File: src/rtl/deserializer_flex.sv
// deserializer_flex: packs DIN_WIDTH-bit input beats into a DATA_BUS_WIDTH word.
// MSB_FIRST selects whether the first beat fills the top or the bottom of the word.
// data_last_i flushes a partial word early; unwritten positions read as zero.
// Valid/ready handshakes on both sides; a held output word stalls the input.
// Optional: define DESERIALIZER_FLEX_STATS_EN to add deser_word_cnt_o, a saturating
// count of consumed output words.
module deserializer_flex #(
  parameter int DATA_BUS_WIDTH = 16,
  parameter int DIN_WIDTH      = 1,
  parameter int MSB_FIRST      = 1,
  localparam int BEATS         = DATA_BUS_WIDTH / DIN_WIDTH,
  localparam int MOD_W         = $clog2(BEATS + 1)
) (
  input  logic                      clk_i,
  input  logic                      srst_n_i,
  input  logic [DIN_WIDTH-1:0]      data_i,
  input  logic                      data_val_i,
  input  logic                      data_last_i,
  output logic                      data_ready_o,
  output logic [DATA_BUS_WIDTH-1:0] deser_data_o,
  output logic [MOD_W-1:0]          deser_data_mod_o,
  output logic                      deser_data_val_o,
  input  logic                      deser_data_ready_i
`ifdef DESERIALIZER_FLEX_STATS_EN
  ,
  output logic [15:0]               deser_word_cnt_o
`endif
);

  // The word width must be an exact multiple of the beat width.
  if ((DATA_BUS_WIDTH % DIN_WIDTH) != 0) begin : g_width_check
    $error("deserializer_flex: DATA_BUS_WIDTH must be a multiple of DIN_WIDTH");
  end

  logic [MOD_W-1:0]          cnt_q, cnt_d;
  logic [DATA_BUS_WIDTH-1:0] acc_q, acc_d;
  logic [DATA_BUS_WIDTH-1:0] data_q, data_d;
  logic [MOD_W-1:0]          mod_q, mod_d;
  logic                      val_q, val_d;

  logic [DATA_BUS_WIDTH-1:0] word_with_beat;
  logic                      accept;
  logic                      complete;
  logic                      consume;

  // Handshake qualifiers: input stalls only while an unconsumed word is held.
  always_comb begin
    data_ready_o = srst_n_i && (!val_q || deser_data_ready_i);
    accept       = data_val_i && data_ready_o;
    consume      = val_q && deser_data_ready_i;
    complete     = accept && ((cnt_q == MOD_W'(BEATS - 1)) || data_last_i);
  end

  // Accumulator contents with the current beat dropped into slot cnt_q.
  always_comb begin
    word_with_beat = acc_q;
    for (int k = 0; k < BEATS; k++) begin
      if (cnt_q == MOD_W'(k)) begin
        if (MSB_FIRST != 0) begin
          word_with_beat[DATA_BUS_WIDTH-1-k*DIN_WIDTH -: DIN_WIDTH] = data_i;
        end else begin
          word_with_beat[k*DIN_WIDTH +: DIN_WIDTH] = data_i;
        end
      end
    end
  end

  // Next-state for beat counter, accumulator and output word registers.
  always_comb begin
    cnt_d  = cnt_q;
    acc_d  = acc_q;
    data_d = data_q;
    mod_d  = mod_q;
    val_d  = val_q;
    if (consume) begin
      val_d = 1'b0;
    end
    if (accept) begin
      if (complete) begin
        cnt_d  = '0;
        acc_d  = '0;
        data_d = word_with_beat;
        mod_d  = cnt_q + MOD_W'(1);
        val_d  = 1'b1;
      end else begin
        cnt_d  = cnt_q + MOD_W'(1);
        acc_d  = word_with_beat;
      end
    end
  end

  // State registers with synchronous active-low reset.
  always_ff @(posedge clk_i) begin
    if (!srst_n_i) begin
      cnt_q  <= '0;
      acc_q  <= '0;
      data_q <= '0;
      mod_q  <= '0;
      val_q  <= 1'b0;
    end else begin
      cnt_q  <= cnt_d;
      acc_q  <= acc_d;
      data_q <= data_d;
      mod_q  <= mod_d;
      val_q  <= val_d;
    end
  end

  assign deser_data_o     = data_q;
  assign deser_data_mod_o = mod_q;
  assign deser_data_val_o = val_q;

`ifdef DESERIALIZER_FLEX_STATS_EN
  logic [15:0] word_cnt_q, word_cnt_d;

  // Count consumed words, sticking at the maximum instead of wrapping.
  always_comb begin
    word_cnt_d = word_cnt_q;
    if (consume && (word_cnt_q != 16'hFFFF)) begin
      word_cnt_d = word_cnt_q + 16'd1;
    end
  end

  // Word counter register.
  always_ff @(posedge clk_i) begin
    if (!srst_n_i) begin
      word_cnt_q <= '0;
    end else begin
      word_cnt_q <= word_cnt_d;
    end
  end

  assign deser_word_cnt_o = word_cnt_q;
`endif

endmodule

File: config.mk
export PLATFORM = sky130hd
export DESIGN_NAME = deserializer_flex
export DESIGN_NICKNAME = d
export VERILOG_FILES = /design/src/rtl/deserializer_flex.sv
export SDC_FILE = /design/constraint.sdc
export NUM_CORES = 1
export LEC_CHECK = 0
export ABC_AREA = 1
export CORE_MARGIN = 2
export CORE_UTILIZATION = 50
export CTS_BUF_LIST = sky130_fd_sc_hd__clkbuf_16
export DETAILED_ROUTE_END_ITERATION = 10
export GPL_ROUTABILITY_DRIVEN = 0
export PLACE_DENSITY = 0.74
export SLEW_MARGIN = 20
export SYNTH_ARGS = -nofsm -noshare
export SYNTH_HDL_FRONTEND = slang
export SYNTH_SLANG_ARGS = --single-unit
File: constraint.sdc
create_clock -name clk_i -period 2.35 [get_ports clk_i]
set_input_delay 0.3525 -clock clk_i [delete_from_list [all_inputs] [get_ports clk_i]]
set_output_delay 0.3525 -clock clk_i [all_outputs]
set_load 0.05 [all_outputs]
# Word level (Yosys, flattened, before mapping)
# Cells that the tools add are included.
# word_totals
output_inout_bits	23
wordCells	51
regBits	43
# classes
n_reduce_logical	9
muxes	21
eq_ne	15
n_addsub	1
# op_table
cell	n
== test 5 x 4 -> 1 bit (second input constant)	8
== test 5 x 3 -> 1 bit (second input constant)	4
2-to-1 mux 1 bit	18
2-to-1 mux 16 bit	1
== test 5 x 2 -> 1 bit (second input constant)	2
adder 5 x 1 -> 5 bit (second input constant)	1
== test 5 x 1 -> 1 bit (second input constant)	1
logical NOT 5 bit	1
2-to-1 mux 5 bit	1
logical AND 1 bit	4
logical OR 1 bit	2
2-to-1 mux 2 bit	1
AND reduction 2 bit	1
logical NOT 1 bit	1

# Logic depth before layout (Yosys ltp)
# logic_depth
depth_word	7
mapped_depth	10
mapped_depth_nobuf	9

# Worst setup path before layout
# OpenSTA, ideal clock, no wires.
# synth_timing
path_type	reg2reg
start	reg cnt_q[0]
end	reg acc_q[4]
n_path_buf	1
path_stages_with_launch	11
t_arrival_ps	1573
path_slack_ps	710
required_time_ps	2282
path_cell_list	dfxtp_1 > ha_1 > inv_1 > nor2_1 > ha_1 > nor2_1 > inv_2 > nor2_4 > buf_2 > nand2_1 > a21oi_2
# synth_between
elab_chain_cells	4
# synth_rtl
element	line	text
start: declaration	35	logic [MOD_W-1:0] cnt_q, cnt_d;
start signal: assignment	101	cnt_q <= cnt_d;
== test 5 x 4 -> 1 bit	51	complete = accept && ((cnt_q == MOD_W'(BEATS - 1)) || data_last_i);
logical OR 1 bit	51	
logical AND 1 bit	51	
2-to-1 mux 16 bit *	79	if (complete) begin
end signal: assignment	96	acc_q <= '0;
end signal: assignment	102	acc_q <= acc_d;
end: declaration	36	logic [DATA_BUS_WIDTH-1:0] acc_q, acc_d;
# Every way passes the cells marked *; elsewhere a longest branch is shown, timed or not.
# A chain may end at the register's enable or synchronous reset.

# Worst setup path in the final report
# layout_timing
start	reg cnt_q[1]
end	reg acc_q[2]
# Same word-level chain as after synthesis.

==> qor.yml <==
holdCritPathClass: "flip-flop to flip-flop"
synth_area_mm2: 0.002051
ys_warn_count: 0
die-area_mm2: 0.004629
syn_to_final_growth_pct: 23.67
cts_made_buffers: 5
numClockSinks: 43
ys_types: 28
ys.flop_type: "dfxtp_1"
power_frac_clock_pct: 44.4
grt_pass1_wl_mm: 7.217
cts_resized: 0
cts_setup_buffers: 0
ys_seq_area_share_pct: 41.98
pwr-share-seq_pct: 43.7
synth_most_common_cell: "nand2_1"
startpoint_type: "flip-flop"
grt_pass1_vias: 1650
avgSynthCellArea_um2: 7.121
synthArstFlopShare_pct: 0
place_ws_ns: 0.3713
overflow: 0
met2_usage_pct: 34.22
layout.cells.non_filler: 367
skew_ns: 0.004233
die_h_um: 68.04
cts_buffer_depth: 2
comb_power_share_pct: 11.9
slew_violations: 0
timing.slew.headroom_pct: 59.02
root_buffer: "clkbuf_16"
grt_use_met3_pct: 3.947
crit_path_end_kind: "flip-flop"
post-route-period-util_pct: 83.13
netlist_instances: 288
path_max_fanout: 21
clkLatencyLatePin_ns: 0.28
synth_top_cell_by_area: "dfxtp_1"
portBuffers: 28
hold_violations: 0
finalSetupViolCount: 0
cts.clk_slew.worst_paths_ns: 0.06
ant_nets: 0
p_sw_mw: 0.4237
coreArea_mm2: 0.003971
setup_slack_ns: 0.3964
final.min_clock_period_ns: 1.954
worst_ep_required_time_ns: 2.57
worstPathArrival_ns: 2.17
vdd_drop_max_uv: 462.9
outcome: "finished, final reports clean"
timing.fmax_mhz: 511.9
vias: 1835
drt_drc_violations_left: 0
track_usage_pct: 20.79
fin_setup_tns_ns: 0
cp_slowest_cell: "nor2_4"
swShare_pct: 24.43
final_nets: 327
drt_first_iter_violations: 128
rsz0062_at_grt: "no"
cts.hold.buffers_added: 0
layout-drive-gt1-share_pct: 12.93
wl_per_cell_um: 11.99
p_leak_nw: 1.039
synth_commonest_cells: "nand2_1 (90), dfxtp_1 (43), nor2_1 (39), a21oi_1 (19), nand3_1 (16)"
fin_area_mm2: 0.002536
initial_core_util_pct: 51.64
synth_edf_count: 0
cts_tree: "built"
tightestPinTransition_ns: 0.6127
rows: 23
routed_wl_mm: 4.399
grt_max_degree: 24
ys_top_cells_by_area: "dfxtp_1 (42%), nand2_1 (16%), nor2_1 (7.1%)"
io_pins: 29
first_pass_iters: 4
syn_nets: 299
fp.dieW_um: 68.04
critPathMaxStageDelay_ns: 0.44
vias_per_cell: 5.000
htreeDepth: 2
pwr_density_cell_mw_per_mm2: 683.7
place_area_mm2: 0.002372
critPathKind: "flip-flop to flip-flop"
worstPathCellList: "ha_1 > inv_1 > nor2_1 > ha_1 > nor2_1 > inv_2 > nor2_4 > nand2_1 > a21oi_1"
synth-seq-cells: 43
n_fill_cell: 372
drv_cap: 0
antenna_found_initial: 0
internal_power_mw: 1.310
synth_top_area_share_pct: 41.98
n_antenna_cell: 0
hpwl_mm: 2.969
gr-usage-met1_pct: 25.51
dp.cells: 359
grt_busiest_layer: "met2"
metrics by stage:
step | util (%) | power (mW) | hold slack [ns]
floorplan | - | 0.9131 | 0.4445
global placement | 59.74 | 0.9789 | 0.4523
detailed placement | 59.74 | 0.9809 | 0.4558
CTS | 63.86 | 1.750 | 0.4652
global route | 63.86 | 1.784 | 0.4786
finish | 63.86 | 1.734 | 0.4636
cells by family after synthesis:
family / share of synthesized area (%)
compound gates: 12.39
xor+xnor: 0.4272
fa+ha+maj: 3.051
buf+inv: 7.565
flops: 41.98
simple gates: 34.59
per-layer routing:
| metal | share of wire, % | routed length (µm) |
|---|---|---|
| met5 | 0 | 0 |
| met1 | 46 | 2026 |
| met3 | 4.3 | 190 |
| met2 | 47 | 2055 |
| met4 | 2.9 | 127 |
layout by cell type, fill, tap and decap left out:
cell type	count
a21oi_1	19
a21oi_2	3
a21oi_4	1
a31oi_1	1
buf_12	1
buf_4	8
bufinv_16	1
clkbuf_16	5
clkdlybuf4s50_1	27
clkinv_1	1
clkinv_2	2
dfxtp_1	43
ha_1	5
inv_1	11
inv_2	3
inv_4	1
nand2_1	90
nand2_2	2
nand3_1	16
nand3_2	1
nand3_4	1
nand4_1	1
nor2_1	39
nor2_2	9
nor2_4	2
nor2_8	1
o21ai_0	12
o21ai_1	10
xor2_1	1
worst max-delay path: cells and delay by family (launching register included):
family	cells	cell delay, ns
AO/OA/AOI/OAI	1	0.14
adder cells (fa/ha/maj)	2	0.42
buffers and inverters	2	0.15
flip-flops	1	0.36
AND/OR/NAND/NOR	4	0.81
sequential cells by signal (all words and copies together) (netlist names):
signal / cells
acc_q: 16
cnt_q: 5
deser_data_mod_o: 5
deser_data_o: 16
deser_data_val_o: 1
cell type report:
cell class | instances | area, µm² | share of cell area, %
Inverter | 16 | 63.81 | 2.516
Timing Repair Buffer | 36 | 350.3 | 13.81
Sequential cell | 43 | 860.8 | 33.94
Tap cell | 50 | 62.56 | 2.467
Multi-Input combinational cell | 214 | 1035 | 40.80
Clock inverter | 3 | 38.79 | 1.529
Clock buffer | 5 | 125.1 | 4.933
worst paths after layout:
kind | slack, ns | from | to | depth (start not counted)
min reg2reg | 0.46 | acc_q[3] | acc_q[3] | 2
max reg2reg | 0.40 | cnt_q[1] | acc_q[2] | 9
min | 0.46 | acc_q[3] | acc_q[3] | 2
max | 0.40 | cnt_q[1] | acc_q[2] | 9
power by group through the flow:
stage,combinational (mW),clock [mW],sequential [mW]
floorplan,0.0784,0,0.835
global placement,0.205,0,0.774
detailed placement,0.207,0,0.774
CTS,0.208,0.784,0.758
global route,0.221,0.802,0.760
finish,0.206,0.770,0.758
No activity file was read; power rests on OpenSTA's default activity.
